**src/rtl/vector_sequencer_pkg.sv**
```systemverilog
// rtl/vector_sequencer_pkg.sv - shared state encoding for the vector sequencer
// Contents: state_t (sequencer FSM states) and STATE_W (its encoded width).
package vector_sequencer_pkg;

  localparam int STATE_W = 3;

  typedef enum logic [STATE_W-1:0] {
    ST_IDLE  = 3'd0,
    ST_APPLY = 3'd1,
    ST_WAIT  = 3'd2,
    ST_CHECK = 3'd3,
    ST_DONE  = 3'd4
  } state_t;

endpackage

```
**src/rtl/vector_sequencer_if.sv**
```systemverilog
// rtl/vector_sequencer_if.sv - vector load, run control, DUT and result signals
// master: drives vector writes, num_vec/start/abort and dut_out; reads dut_in and results.
// slave:  the sequencer side of the same signals.
interface vector_sequencer_if #(
  parameter int IN_W   = 4,
  parameter int OUT_W  = 4,
  parameter int DEPTH  = 16,
  parameter int WAIT_W = 8
);
  localparam int AW = $clog2(DEPTH);
  localparam int FW = $clog2(DEPTH + 1);

  logic              wr_en;
  logic [AW-1:0]     wr_addr;
  logic [IN_W-1:0]   wr_stim;
  logic [OUT_W-1:0]  wr_exp;
  logic [WAIT_W-1:0] wr_wait;
  logic [AW:0]       num_vec;
  logic              start;
  logic              abort;
  logic [IN_W-1:0]   dut_in;
  logic [OUT_W-1:0]  dut_out;
  logic              busy;
  logic              done;
  logic              pass;
  logic [FW-1:0]     fail_count;
  logic              fail_valid;
  logic [AW-1:0]     first_fail_idx;

  modport master (
    output wr_en, wr_addr, wr_stim, wr_exp, wr_wait, num_vec, start, abort, dut_out,
    input  dut_in, busy, done, pass, fail_count, fail_valid, first_fail_idx
  );

  modport slave (
    input  wr_en, wr_addr, wr_stim, wr_exp, wr_wait, num_vec, start, abort, dut_out,
    output dut_in, busy, done, pass, fail_count, fail_valid, first_fail_idx
  );

endinterface

```
**src/rtl/vector_mem.sv**
```systemverilog
// rtl/vector_mem.sv - vector store: synchronous write, combinational read, no reset
// clk: write clock; we/waddr/wstim/wexp/wwait: write port;
// raddr: read index; rstim/rexp/rwait: entry at raddr.
module vector_mem #(
  parameter int IN_W   = 4,
  parameter int OUT_W  = 4,
  parameter int WAIT_W = 8,
  parameter int DEPTH  = 16
) (
  input  logic                     clk,
  input  logic                     we,
  input  logic [$clog2(DEPTH)-1:0] waddr,
  input  logic [IN_W-1:0]          wstim,
  input  logic [OUT_W-1:0]         wexp,
  input  logic [WAIT_W-1:0]        wwait,
  input  logic [$clog2(DEPTH)-1:0] raddr,
  output logic [IN_W-1:0]          rstim,
  output logic [OUT_W-1:0]         rexp,
  output logic [WAIT_W-1:0]        rwait
);

  localparam int EW = IN_W + OUT_W + WAIT_W;

  // Contents are undefined until written; only control state is reset.
  logic [EW-1:0] mem_q [DEPTH];

  always_ff @(posedge clk) begin
    if (we) begin
      mem_q[waddr] <= {wstim, wexp, wwait};
    end
  end

  assign {rstim, rexp, rwait} = mem_q[raddr];

endmodule

```
**src/rtl/vector_sequencer.sv**
```systemverilog
// rtl/vector_sequencer.sv - drives stored vectors into a DUT and checks its responses
// clk/rst: clock and asynchronous active-high reset.
// bus (slave): vector writes, num_vec/start/abort, dut_in/dut_out, busy/done/pass and
// fail_count/fail_valid/first_fail_idx results.
module vector_sequencer
  import vector_sequencer_pkg::*;
#(
  parameter int IN_W   = 4,
  parameter int OUT_W  = 4,
  parameter int DEPTH  = 16,
  parameter int WAIT_W = 8
) (
  input  logic                clk,
  input  logic                rst,
  vector_sequencer_if.slave   bus
);

  localparam int AW = $clog2(DEPTH);
  localparam int FW = $clog2(DEPTH + 1);
  localparam logic [AW:0] DEPTH_N = (AW+1)'(DEPTH);

  state_t            state_q, state_d;
  logic [AW-1:0]     idx_q, idx_d;
  logic [WAIT_W-1:0] cnt_q, cnt_d;
  logic [AW:0]       nvec_q, nvec_d;
  logic [IN_W-1:0]   dut_in_q, dut_in_d;
  logic [FW-1:0]     fail_count_q, fail_count_d;
  logic              fail_valid_q, fail_valid_d;
  logic [AW-1:0]     first_fail_idx_q, first_fail_idx_d;

  logic              idle_like;
  logic              mem_we;
  logic              last_vec;
  logic [IN_W-1:0]   rd_stim;
  logic [OUT_W-1:0]  rd_exp;
  logic [WAIT_W-1:0] rd_wait;

  // The store is only writable while no run is in flight, so a run always
  // sees the vectors that were present at its start edge.
  assign idle_like = (state_q == ST_IDLE) || (state_q == ST_DONE);
  assign mem_we    = bus.wr_en && idle_like;
  assign last_vec  = ({1'b0, idx_q} == (nvec_q - (AW+1)'(1)));

  vector_mem #(
    .IN_W   (IN_W),
    .OUT_W  (OUT_W),
    .WAIT_W (WAIT_W),
    .DEPTH  (DEPTH)
  ) u_mem (
    .clk   (clk),
    .we    (mem_we),
    .waddr (bus.wr_addr),
    .wstim (bus.wr_stim),
    .wexp  (bus.wr_exp),
    .wwait (bus.wr_wait),
    .raddr (idx_q),
    .rstim (rd_stim),
    .rexp  (rd_exp),
    .rwait (rd_wait)
  );

  always_comb begin
    state_d          = state_q;
    idx_d            = idx_q;
    cnt_d            = cnt_q;
    nvec_d           = nvec_q;
    dut_in_d         = dut_in_q;
    fail_count_d     = fail_count_q;
    fail_valid_d     = fail_valid_q;
    first_fail_idx_d = first_fail_idx_q;

    // abort freezes everything except the state, including a CHECK in flight.
    if (bus.abort) begin
      state_d = ST_IDLE;
    end else begin
      case (state_q)
        ST_IDLE, ST_DONE: begin
          if (bus.start) begin
            fail_count_d     = '0;
            fail_valid_d     = 1'b0;
            first_fail_idx_d = '0;
            idx_d            = '0;
            nvec_d           = (bus.num_vec > DEPTH_N) ? DEPTH_N : bus.num_vec;
            state_d          = (bus.num_vec == '0) ? ST_DONE : ST_APPLY;
          end
        end
        ST_APPLY: begin
          dut_in_d = rd_stim;
          cnt_d    = rd_wait;
          state_d  = ST_WAIT;
        end
        ST_WAIT: begin
          // Counting down through zero gives wait+1 cycles in this state.
          if (cnt_q == '0) begin
            state_d = ST_CHECK;
          end else begin
            cnt_d = cnt_q - WAIT_W'(1);
          end
        end
        ST_CHECK: begin
          if (bus.dut_out != rd_exp) begin
            fail_count_d = fail_count_q + FW'(1);
            if (!fail_valid_q) begin
              fail_valid_d     = 1'b1;
              first_fail_idx_d = idx_q;
            end
          end
          if (last_vec) begin
            state_d = ST_DONE;
          end else begin
            idx_d   = idx_q + AW'(1);
            state_d = ST_APPLY;
          end
        end
        default: state_d = ST_IDLE;
      endcase
    end
  end

  always_ff @(posedge clk or posedge rst) begin
    if (rst) begin
      state_q          <= ST_IDLE;
      idx_q            <= '0;
      cnt_q            <= '0;
      nvec_q           <= '0;
      dut_in_q         <= '0;
      fail_count_q     <= '0;
      fail_valid_q     <= 1'b0;
      first_fail_idx_q <= '0;
    end else begin
      state_q          <= state_d;
      idx_q            <= idx_d;
      cnt_q            <= cnt_d;
      nvec_q           <= nvec_d;
      dut_in_q         <= dut_in_d;
      fail_count_q     <= fail_count_d;
      fail_valid_q     <= fail_valid_d;
      first_fail_idx_q <= first_fail_idx_d;
    end
  end

  // Status decodes straight from registers so an async reset clears them at once.
  assign bus.dut_in         = dut_in_q;
  assign bus.busy           = (state_q == ST_APPLY) || (state_q == ST_WAIT) || (state_q == ST_CHECK);
  assign bus.done           = (state_q == ST_DONE);
  assign bus.pass           = (state_q == ST_DONE) && (fail_count_q == '0);
  assign bus.fail_count     = fail_count_q;
  assign bus.fail_valid     = fail_valid_q;
  assign bus.first_fail_idx = first_fail_idx_q;

endmodule

```
**src/flat_wrapper.sv**
```systemverilog
// flat-port wrapper written by rule: the top's interface ports become plain ports
module vector_sequencer_flat import vector_sequencer_pkg::*;
#(
  parameter int IN_W   = 4,
  parameter int OUT_W  = 4,
  parameter int DEPTH  = 16,
  parameter int WAIT_W = 8
)
  (clk, rst, bus_wr_en, bus_wr_addr, bus_wr_stim, bus_wr_exp, bus_wr_wait, bus_num_vec, bus_start, bus_abort, bus_dut_out, bus_dut_in, bus_busy, bus_done, bus_pass, bus_fail_count, bus_fail_valid, bus_first_fail_idx);
  vector_sequencer_if #(.IN_W(IN_W), .OUT_W(OUT_W), .DEPTH(DEPTH), .WAIT_W(WAIT_W)) bus_i ();
  input  logic clk;
  input  logic rst;
  input wire logic [$bits(bus_i.wr_en)-1:0] bus_wr_en;
  input wire logic [$bits(bus_i.wr_addr)-1:0] bus_wr_addr;
  input wire logic [$bits(bus_i.wr_stim)-1:0] bus_wr_stim;
  input wire logic [$bits(bus_i.wr_exp)-1:0] bus_wr_exp;
  input wire logic [$bits(bus_i.wr_wait)-1:0] bus_wr_wait;
  input wire logic [$bits(bus_i.num_vec)-1:0] bus_num_vec;
  input wire logic [$bits(bus_i.start)-1:0] bus_start;
  input wire logic [$bits(bus_i.abort)-1:0] bus_abort;
  input wire logic [$bits(bus_i.dut_out)-1:0] bus_dut_out;
  output wire logic [$bits(bus_i.dut_in)-1:0] bus_dut_in;
  output wire logic [$bits(bus_i.busy)-1:0] bus_busy;
  output wire logic [$bits(bus_i.done)-1:0] bus_done;
  output wire logic [$bits(bus_i.pass)-1:0] bus_pass;
  output wire logic [$bits(bus_i.fail_count)-1:0] bus_fail_count;
  output wire logic [$bits(bus_i.fail_valid)-1:0] bus_fail_valid;
  output wire logic [$bits(bus_i.first_fail_idx)-1:0] bus_first_fail_idx;
  assign bus_i.wr_en = bus_wr_en;
  assign bus_i.wr_addr = bus_wr_addr;
  assign bus_i.wr_stim = bus_wr_stim;
  assign bus_i.wr_exp = bus_wr_exp;
  assign bus_i.wr_wait = bus_wr_wait;
  assign bus_i.num_vec = bus_num_vec;
  assign bus_i.start = bus_start;
  assign bus_i.abort = bus_abort;
  assign bus_i.dut_out = bus_dut_out;
  assign bus_dut_in = bus_i.dut_in;
  assign bus_busy = bus_i.busy;
  assign bus_done = bus_i.done;
  assign bus_pass = bus_i.pass;
  assign bus_fail_count = bus_i.fail_count;
  assign bus_fail_valid = bus_i.fail_valid;
  assign bus_first_fail_idx = bus_i.first_fail_idx;
  vector_sequencer #(.IN_W(IN_W), .OUT_W(OUT_W), .DEPTH(DEPTH), .WAIT_W(WAIT_W)) u_core (.clk(clk), .rst(rst), .bus(bus_i));
endmodule
```
**config.mk**
```make
export PLATFORM = sky130hd
export DESIGN_NAME = vector_sequencer_flat
export DESIGN_NICKNAME = d
export VERILOG_FILES = /design/src/rtl/vector_sequencer_pkg.sv /design/src/rtl/vector_sequencer_if.sv /design/src/rtl/vector_mem.sv /design/src/rtl/vector_sequencer.sv /design/src/flat_wrapper.sv
export SDC_FILE = /design/constraint.sdc
export NUM_CORES = 1
export LEC_CHECK = 0
export CAP_MARGIN = 0
export CORE_ASPECT_RATIO = 0.7
export CORE_MARGIN = 8
export CORE_UTILIZATION = 45
export DETAILED_ROUTE_END_ITERATION = 8
export GPL_ROUTABILITY_DRIVEN = 0
export RECOVER_POWER = 50
export SLEW_MARGIN = 20
export SYNTH_ARGS = -nofsm -noshare
export SYNTH_HDL_FRONTEND = slang
export SYNTH_SLANG_ARGS = --single-unit
```
**constraint.sdc**
```tcl
create_clock -name clk -period 6.5 [get_ports clk]
set_clock_uncertainty 0.05 [all_clocks]
set_input_delay 1.3 -clock clk [delete_from_list [all_inputs] [get_ports clk]]
set_output_delay 1.3 -clock clk [all_outputs]
set_load 0.03 [all_outputs]
```
# Word level (Yosys, flattened, before mapping)
# Memory sizes are Yosys's and may differ from the RTL's.
# Cells that the tools add are included.
dict set report totals {
  latchBits 0
  n_memories 1
  mem_bits_rw 256
  elab_cells 70
  regBits 34
  out_inout_bits 17
  mem_bits_ro 0
  in_bits 34
}
dict set report op_classes {
  n_mul 0
  n_shift 0
  n_reduce_logical 19
  eq_ne 13
  n_bitwise 1
  div 0
  n_lt_le_gt_ge 1
  n_mux 23
  n_addsub 4
}
# memory depth word_bits rd rd_ports_with_merged_regs wr line_no
set memory_table {}
lappend memory_table {u_core.u_mem.mem_q 16 16 1 0 1 vector_mem.sv:25} ;# logic [EW-1:0] mem_q [DEPTH];
# op count
set ops {}
lappend ops {{$mux W4} 4}
lappend ops {{$pmux W4 S2} 2}
lappend ops {{$pmux W8 S2} 1}
lappend ops {{$mux W3} 5}
lappend ops {{$mux W5} 3}
lappend ops {{$pmux W3 S4} 1}
lappend ops {{$logic_not A5 Y1} 2}
lappend ops {{$pmux W5 S2} 1}
lappend ops {{$logic_not A8 Y1} 1}
lappend ops {{$mux W8} 1}
lappend ops {{$ne A2 B2 Y1 const B} 4}
lappend ops {{$reduce_and A4 Y1} 2}
lappend ops {{$sub A8 B1 Y8 const B} 1}
lappend ops {{$eq A3 B2 Y1 const B} 2}
lappend ops {{$reduce_and A3 Y1} 2}
lappend ops {{$add A5 B1 Y5 const B} 1}
lappend ops {{$eq A4 B5 Y1} 1}
lappend ops {{$gt A5 B5 Y1 const B} 1}
lappend ops {{$reduce_and A5 Y1} 1}
lappend ops {{$sub A5 B1 Y5 const B} 1}
lappend ops {{$add A4 B1 Y4 const B} 1}
lappend ops {{$mux W1} 4}
lappend ops {{$ne A4 B4 Y1} 1}
lappend ops {{$reduce_and A2 Y1} 2}
lappend ops {{12 further kinds} 16}

# Depth between registers and ports, before layout
# Gate-level depths: netlist (run 1).
dict set report depth {
  depth_word 5
  ltp_mapped 11
  depth_no_buf 9
}

# Hierarchy
# A second synthesis (run 1) with hierarchy kept.
dict set report unflattened {
  cells_unflattened 631
  area_unflattened_um2 11761.3
}
# module cells_each area_each_um2 seq_area_each_um2 instances
set modules_own_cells {}
lappend modules_own_cells {vector_mem 416 9721.8 7687.4 1}
lappend modules_own_cells {vector_sequencer 215 2039.5 850.8 1}

# Worst setup path after synthesis (run 1)
# OpenSTA, ideal clock, no wires.
dict set report synth_timing {
  kind {input port to flip-flop}
  from {input bus_wr_addr[1]}
  to {memory u_core.u_mem.mem_q[0][0] (netlist bit), enable pin}
  required_time_ps 6041
  path_slack_ps 3172
  setup_time_ps 409
  arrival_time_ps 2868
  cell_stages 2
  n_path_buf 0
  path_cell_list {or3_1 -> nor3_1}
}
# item line_no
set synth_rtl {}
lappend synth_rtl {{start, declared} flat_wrapper.sv:14} ;# input wire logic [$bits(bus_i.wr_addr)-1:0] bus_wr_addr;
lappend synth_rtl {{end, declared} vector_mem.sv:25}
# Straight into the memory's write port.

# Final worst setup path (run 1)
dict set report layout_timing {
  from {register u_core.state_q[0]}
  to {output bus_pass}
}
dict set report layout_between {
  elab_chain_len 2
}
# item line_no
set layout_lines {}
lappend layout_lines {{start, declared} vector_sequencer.sv:22} ;# state_t state_q, state_d;
lappend layout_lines {{start signal, assigned} vector_sequencer.sv:131} ;# state_q <= state_d;
lappend layout_lines {{$eq A3 B3 Y1} vector_sequencer.sv:146} ;# assign bus.pass = (state_q == ST_DONE) && (fail_count_q == '0);
lappend layout_lines {{$logic_and A1 B1 Y1} vector_sequencer.sv:146}
lappend layout_lines {{end, declared} flat_wrapper.sv:25} ;# output wire logic [$bits(bus_i.pass)-1:0] bus_pass;
# No other way between the ends.

==> key figures, run 1 <==
Status
  – Status: finished with violations
  – Violated checks: capacitance limit, slew limit

Setup path
  – R2R setup slack: 3.13 ns
  – Worst setup SP type: flop
  – Crit path largest cell delay: 0.67 ns
  – Req. time, crit path: 5.15 ns
  – WP data arrival: 2.66 ns
  – CP top delay family: simple AND/OR/NAND/NOR gates
  – Setup crit end kind: output port
  – Crit path kind: flop to output port
  – Maximum net fanout on the critical path: 10
  – CP Cell Sequence: nor2_1 -> and2_1 -> and4_1 -> clkdlybuf4s50_1
  – WP buf/inv: 1
  – Slowest CP cell: clkdlybuf4s50_1

CTS
  – # clock sinks: 290
  – Cts bufs inserted: 28
  – Clk_lat worst skew: 0.55 ns
  – Clock root buffer: clkbuf_16
  – CTS H-Tree Depth: 1
  – Cts repair resizes: 0
  – CTS tree: built
  – Clock Pin Slew Worst Setup and Hold Paths: ~0.06 ns
  – Hold_buf cts: 0
  – Clock Path Buffers: 3
  – Post-CTS setup buffers: 0

Synth
  – Post-synth EDFFs: 256
  – Sequential share of the synthesized area: 0.724
  – Post-Syn Instances: 640
  – #FFs+latches synth: between 200 and 300
  – Yosys warns: 0
  – Prevailing post-synth register cell: edfxtp_1
  – Synth async-reset ratio: 0.117
  – Mean Syn Cell Area: 18.4 µm²
  – Syn nets: 680
  – Post-synthesis cell area: 11800 µm²
  – Netlist cell types: 55

Final layout
  – Most frequent cells in the layout: 256 x edfxtp_1, 60 x mux4_2, 31 x clkdlybuf4s50_1, 31 x dfrtp_1, 29 x clkbuf_16
  – FILL cells: roughly 2000
  – Commonest non-fill, non-tap cell in the layout: edfxtp_1
  – Layout cell share with drive strength beyond 1: 0.206
  – Area delta synth->final: 16.1%
  – Net count, final: 745
  – N_diodes: 0
  – Multi-input gate area: around 3100 µm²
  – Reg area: 8540 µm²

Routing
  – Vias after detailed routing: 6178
  – First-pass DRT Iterations: 5
  – Initial DRC Count: 562
  – Drt wl/cell: about 25 µm
  – DRC: 0
  – Post-DR vias/cell: approximately 6
  – Routed Wire Length: 26700 µm
  – DRT antenna net count: 0

STA
  – Setup Total Neg Slack: 0 ns
  – Slew @ Worst Pin: 2.13 ns
  – RSZ-0062 raised after global routing: no
  – Fmax: 0.249 GHz
  – Final min period: 4.01 ns
  – Hold Violations, Final: 0
  – Slew HR: -0.419
  – Final Max Slew Viols: 52
  – Fin crit share: 0.617
  – Final setup fails: 0

Global route
  – Initial antenna violation count: 0
  – Total GRT Usage: 0.169
  – Vias in the first global route: 6227
  – GRT overflow: 0
  – Largest net degree at the start of global routing: 44
  – First-pass GRT wire length: 40000 µm

Power and ir drop
  – Comb pwr share: 0.191
  – Int Pwr: approximately 3.5 mW
  – PwrDens: 352 nW/µm²
  – Flop pwr share: 0.468
  – Standby leakage power: 4.37 nW
  – Clk pwr share: 0.341
  – VDD IR max: between 0.0002 and 0.00025 V
  – Final Total Pwr: between 4 and 5 mW
  – Switching share of power: 0.265
  – Sw Pwr: around 1.3 mW

Run
  – MaxCap Viol Count: 2

Die
  – Core area: 25700 µm²
  – Die area: around 32000 µm²
  – Die span in y: between 150 and 200 µm
  – Num rows: 49
  – Top Ports: 51
  – Die Width: ~210 µm
  – Effective utilization at floorplan: 0.458

Placed design
  – Dpl hpwl: 16800 µm
  – Port Buffer Count: 50

Worst hold path
  – Worst hold path class: flop to flop
## area by class of cell
type	instances	area share
well taps	331	0.0302
clock inverters	14	0.0111
flip-flops and latches	290	0.624
clock buffers	38	0.0576
multi-input cells	306	0.230
repair buffers	64	0.0437
inverters	15	0.00411
## worst paths after layout
check | startpoint | endpoint | cells after the start
setup / recovery | u_core.state_q[0] | bus_pass | 4
hold / removal | u_core.nvec_q[4] | u_core.nvec_q[4] | 2
setup reg to reg | u_core.idx_q[0] | u_core.cnt_q[6] | 8
hold reg to reg | u_core.nvec_q[4] | u_core.nvec_q[4] | 2
max in group asynchronous | rst | u_core.idx_q[0] | 3
min in group asynchronous | rst | u_core.state_q[2] | 3
## flip-flops by register name, indices dropped and copies added (netlist names)
signal,cells
u_core.state_q,3
u_core.bus.fail_count,5
u_core.bus.fail_valid,1
u_core.bus.first_fail_idx,4
u_core.cnt_q,8
u_core.bus.dut_in,4
u_core.nvec_q,5
u_core.idx_q,4
u_core.u_mem.mem_q,256
## routing by layer
layer / vias to the layer above / track usage / wire length, µm
met5: - / 0 / 0
met4: 0 / 0.0481 / 705
li1: 2702 / - / -
met2: 196 / 0.252 / 11500
met3: 40 / 0.0323 / 1680
met1: 3240 / 0.253 / 12800
## kinds of logic after synthesis
group,count (synthesis),share of synthesized area
flops,290,0.724
xor+xnor,11,0.00817
fa+ha+maj,6,0.00636
simple gates,126,0.0530
compound gates,65,0.0396
mux,98,0.153
buf+inv,44,0.0167
## Yosys cell counts, drive strengths merged (4+ instances only)
cell type,instances,area share
nor2b,6,0.0032
nor3,20,0.0085
ha,6,0.0064
xnor2,7,0.0052
a211oi,4,0.0025
edfxtp,256,0.65
xor2,4,0.0030
dfrtp,34,0.072
and2,4,0.0021
inv,15,0.0048
nand2b,6,0.0032
buf,17,0.0081
o21ai,11,0.0047
a22oi,5,0.0032
nor2,37,0.012
nand3,5,0.0025
clkbuf,12,0.0038
mux2,9,0.0089
nand2,28,0.0089
a31oi,5,0.0037
mux4,63,0.12
mux2i,26,0.022
nand3b,4,0.0025
a21oi,14,0.0059
o22ai,4,0.0021
a221oi,5,0.0037
## per-stage QoR
| stage | util | area [µm²] | setup slack, ns | hold slack [ns] | std cells |
|---|---|---|---|---|---|
| after floorplan | - | 11800 | 3.17 | 0.412 | 640 |
| after global placement | 0.495 | 12700 | 2.70 | 0.432 | 1006 |
| after detailed placement | 0.495 | 12700 | 2.73 | 0.437 | 1006 |
| after CTS | 0.531 | 13700 | 2.48 | 0.455 | 1058 |
| after global routing | 0.532 | 13700 | 2.34 | 0.488 | 1058 |
| final | 0.532 | 13700 | 2.49 | 0.465 | 1058 |
## worst register-to-register path: cells and delay by family (launching register included)
family,cells,cell delay (ns)
AO/OA/AOI/OAI,4,0.72
multiplexers,1,0.63
buffers and inverters,1,0.75
AND/OR/NAND/NOR,2,0.28
flip-flops,1,0.83
## power by group through the flow
stage                     logic (mW)  clock network, mW  registers, mW
after floorplan                0.684                  0           2.26
after global placement         0.904                  0           2.29
after detailed placement       0.930                  0           2.30
after CTS                      0.931               1.68           2.26
after global routing            1.00               1.75           2.28
final                          0.921               1.64           2.26
(Power assumes the default switching activity.)
==> run 2: changes to the inputs <==
clock period = 3.9 ns   (was 6.5 ns; I/O delays follow)
==> key figures, run 2 (same netlist as run 1, synthesis figures left out) <==
Setup path
  – Worst r2r src: u_core.idx_q[0]
  – WP buf/inv: 0 (-1)
  – Reg2reg end: u_core.bus.first_fail_idx[3]
  – CP top delay family: multiplexers
  – Setup crit end kind: flop
  – Crit path kind: flop to flop
  – Worst setup SP type: flop
  – WP data arrival: 3.46 ns (+0.80 ns)
  – CP Cell Sequence: mux4_1 -> mux4_2 -> xor2_1 -> a31oi_2 -> nand3_2 -> o21a_4 -> mux2_4
  – R2R setup slack: 0.82 ns (-2.31 ns)
  – Cell count of the worst reg-to-reg path: 7 (-1)
  – Req. time, crit path: 4.28 ns (-0.87 ns)
  – Crit path largest cell delay: 0.70 ns (+0.03 ns)
  – Maximum net fanout on the critical path: 25 (+15)
  – Slowest CP cell: dfrtp_4

CTS
  – Hold_buf cts: 0 (unchanged)
  – Clk_lat worst skew: 0.54 ns (about the same)
  – Clock root buffer: clkbuf_16
  – Cts bufs inserted: 27 (-3.6%)
  – # clock sinks: 290 (unchanged)
  – Post-CTS setup buffers: 0 (unchanged)
  – Clock Path Buffers: 3 (unchanged)
  – CTS tree: built
  – Cts repair resizes: 0 (unchanged)
  – Clock Pin Slew Worst Setup and Hold Paths: 0.07 ns (about the same)
  – CTS H-Tree Depth: 1 (unchanged)

Final layout
  – Net count, final: 758 (+1.7%)
  – Largest registers: u_core.u_mem.mem_q (256), u_core.cnt_q (8)
  – Area delta synth->final: 16.0%
  – Commonest non-fill, non-tap cell in the layout: edfxtp_1
  – FILL cells: 2034 (+2.0%)
  – Layout cell share with drive strength beyond 1: 0.213 (+0.00621)
  – Most frequent cells in the layout: 256 x edfxtp_1, 60 x mux4_2, 32 x clkdlybuf4s50_1, 31 x dfrtp_1, 28 x nand2_1
  – Largest register FFs: 256 (unchanged)
  – N_diodes: 0 (unchanged)
  – Reg area: 8540 µm² (unchanged)
  – Multi-input gate area: 3120 µm² (-0.91%)
  – Top reg by flops: u_core.u_mem.mem_q

STA
  – Setup Total Neg Slack: 0 ns (unchanged)
  – Slew @ Worst Pin: 1.36 ns (-0.773 ns)
  – Final setup fails: 0 (unchanged)
  – Fin crit share: 0.789
  – Hold Violations, Final: 0 (unchanged)
  – Slew HR: 0.0960 (+0.515)
  – Fmax: 0.325 GHz
  – Final WS setup: 0.824 ns (-1.67 ns)
  – Worst-case hold slack: 0.455 ns (-0.00937 ns)
  – Final Max Slew Viols: 0 (-100%)
  – RSZ-0062 raised after global routing: no
  – Final min period: 3.08 ns

Die
  – Die Width: 210 µm (unchanged)
  – Die area: 31700 µm² (unchanged)
  – Core area: 25700 µm² (unchanged)
  – Top Ports: 51 (unchanged)
  – Num rows: 49 (unchanged)
  – Effective utilization at floorplan: 0.458 (unchanged)
  – Die span in y: 151 µm (unchanged)

Global route
  – First-pass GRT wire length: 41200 µm (+3.1%)
  – Total GRT Usage: 0.174 (+0.00501)
  – Largest net degree at the start of global routing: 33 (-25%)
  – GRT overflow: 0 (unchanged)
  – Vias in the first global route: 6463 (+3.8%)
  – Initial antenna violation count: 0 (unchanged)

Power and ir drop
  – VDD IR max: 0.000314 V (+29%)
  – Switching share of power: 0.267 (+0.00135)
  – Clk pwr share: 0.326 (-0.015)
  – PwrDens: 574 nW/µm² (+63%)
  – Standby leakage power: 4.39 nW (+0.37%)
  – Comb pwr share: 0.197 (+0.006)
  – Sw Pwr: 2.09 mW (+64%)
  – Int Pwr: 5.76 mW (+63%)
  – Flop pwr share: 0.477 (+0.009)

Worst hold path
  – Hold Crit Depth: 2 (unchanged)
  – Worst Hold Launch: u_core.nvec_q[4]
  – Worst hold path class: flop to flop
  – Hold worst-path end: u_core.nvec_q[4]

Routing
  – Post-DR vias/cell: 5.85 (+0.19%)
  – First-pass DRT Iterations: 5 (unchanged)
  – DRT antenna net count: 0 (unchanged)
  – Drt wl/cell: 25.5 µm (+1.1%)
  – Routed Wire Length: 27200 µm (+1.7%)
  – DRC: 0 (unchanged)
  – Initial DRC Count: 430 (-23%)
  – Vias after detailed routing: 6231 (+0.86%)

Placed design
  – Dpl hpwl: 16300 µm (-3.1%)
  – DP Worst Slack: 0.811 ns (-1.92 ns)
  – Port Buffer Count: 50 (unchanged)

Run
  – MaxCap Viol Count: 0 (-2)

Status
  – Status: finished, final reports clean
## run 2: cell count changes in the layout (fill, tap and decap cells not counted), moves of 2 or more
cell       delta
buf_4        +11
nor2_2        +8
nor2_4        -7
clkbuf_8      -3
clkinv_1      +3
clkinv_2      -3
clkbuf_16     -2
## run 2: worst max-delay path by stage
| stage | from | to | slack, ns | cells past startpoint |
|---|---|---|---|---|
| final | u_core.idx_q[0] | u_core.bus.first_fail_idx[3] | 0.82 | 7 |
| after global routing | u_core.state_q[0] | bus_pass | 0.71 | 4 |
| after detailed placement | u_core.idx_q[0] | u_core.bus.first_fail_idx[3] | 0.81 | 7 |
| after global placement | u_core.idx_q[0] | u_core.bus.first_fail_idx[3] | 0.87 | 7 |
| after CTS | u_core.idx_q[0] | u_core.bus.first_fail_idx[3] | 0.79 | 7 |
| after floorplan | u_core.state_q[0] | u_core.u_mem.mem_q[0][0] | 1.04 | 5 |
## run 2: cell type report
type	instances	share of cell area
sequential	290	0.625
multi-input combinational	306	0.228
timing repair buffer	78	0.0518
clock buffer	31	0.0505
tap	331	0.0303
clock inverter	14	0.0109
inverter	15	0.00412
## run 2: worst register-to-register path, cell delays in order, from the launching register on
cell	delay [ns]
dfrtp_4	0.70
mux4_1	0.64
mux4_2	0.47
xor2_1	0.16
a31oi_2	0.30
nand3_2	0.17
o21a_4	0.18
mux2_4	0.29
## run 2: through the flow
stage               utilization  instances  instance area, µm²  total power, mW
floorplan                     -        640               11800             4.90
global placement          0.499       1020               12900             5.35
detailed placement        0.499       1020               12900             5.39
CTS                       0.532       1065               13700             7.95
global route              0.531       1065               13700             8.19
finish                    0.531       1065               13700             7.85
## run 2: per-layer routing
| layer | track usage | vias up | part of all wire |
|---|---|---|---|
| met5 | 0 | - | 0 |
| met4 | 0.0372 | 0 | 0.019 |
| met3 | 0.0327 | 40 | 0.057 |
| met2 | 0.271 | 184 | 0.46 |
| met1 | 0.256 | 3282 | 0.47 |
| li1 | - | 2725 | - |
## run 2: power by group through the flow
stage	logic [mW]	registers, mW	clock network, mW
2_1_floorplan	1.14	3.76	0
3_3_place_gp	1.55	3.80	0
3_5_place_dp	1.58	3.81	0
4_1_cts	1.58	3.75	2.62
5_1_grt	1.69	3.78	2.73
6_report	1.55	3.75	2.56
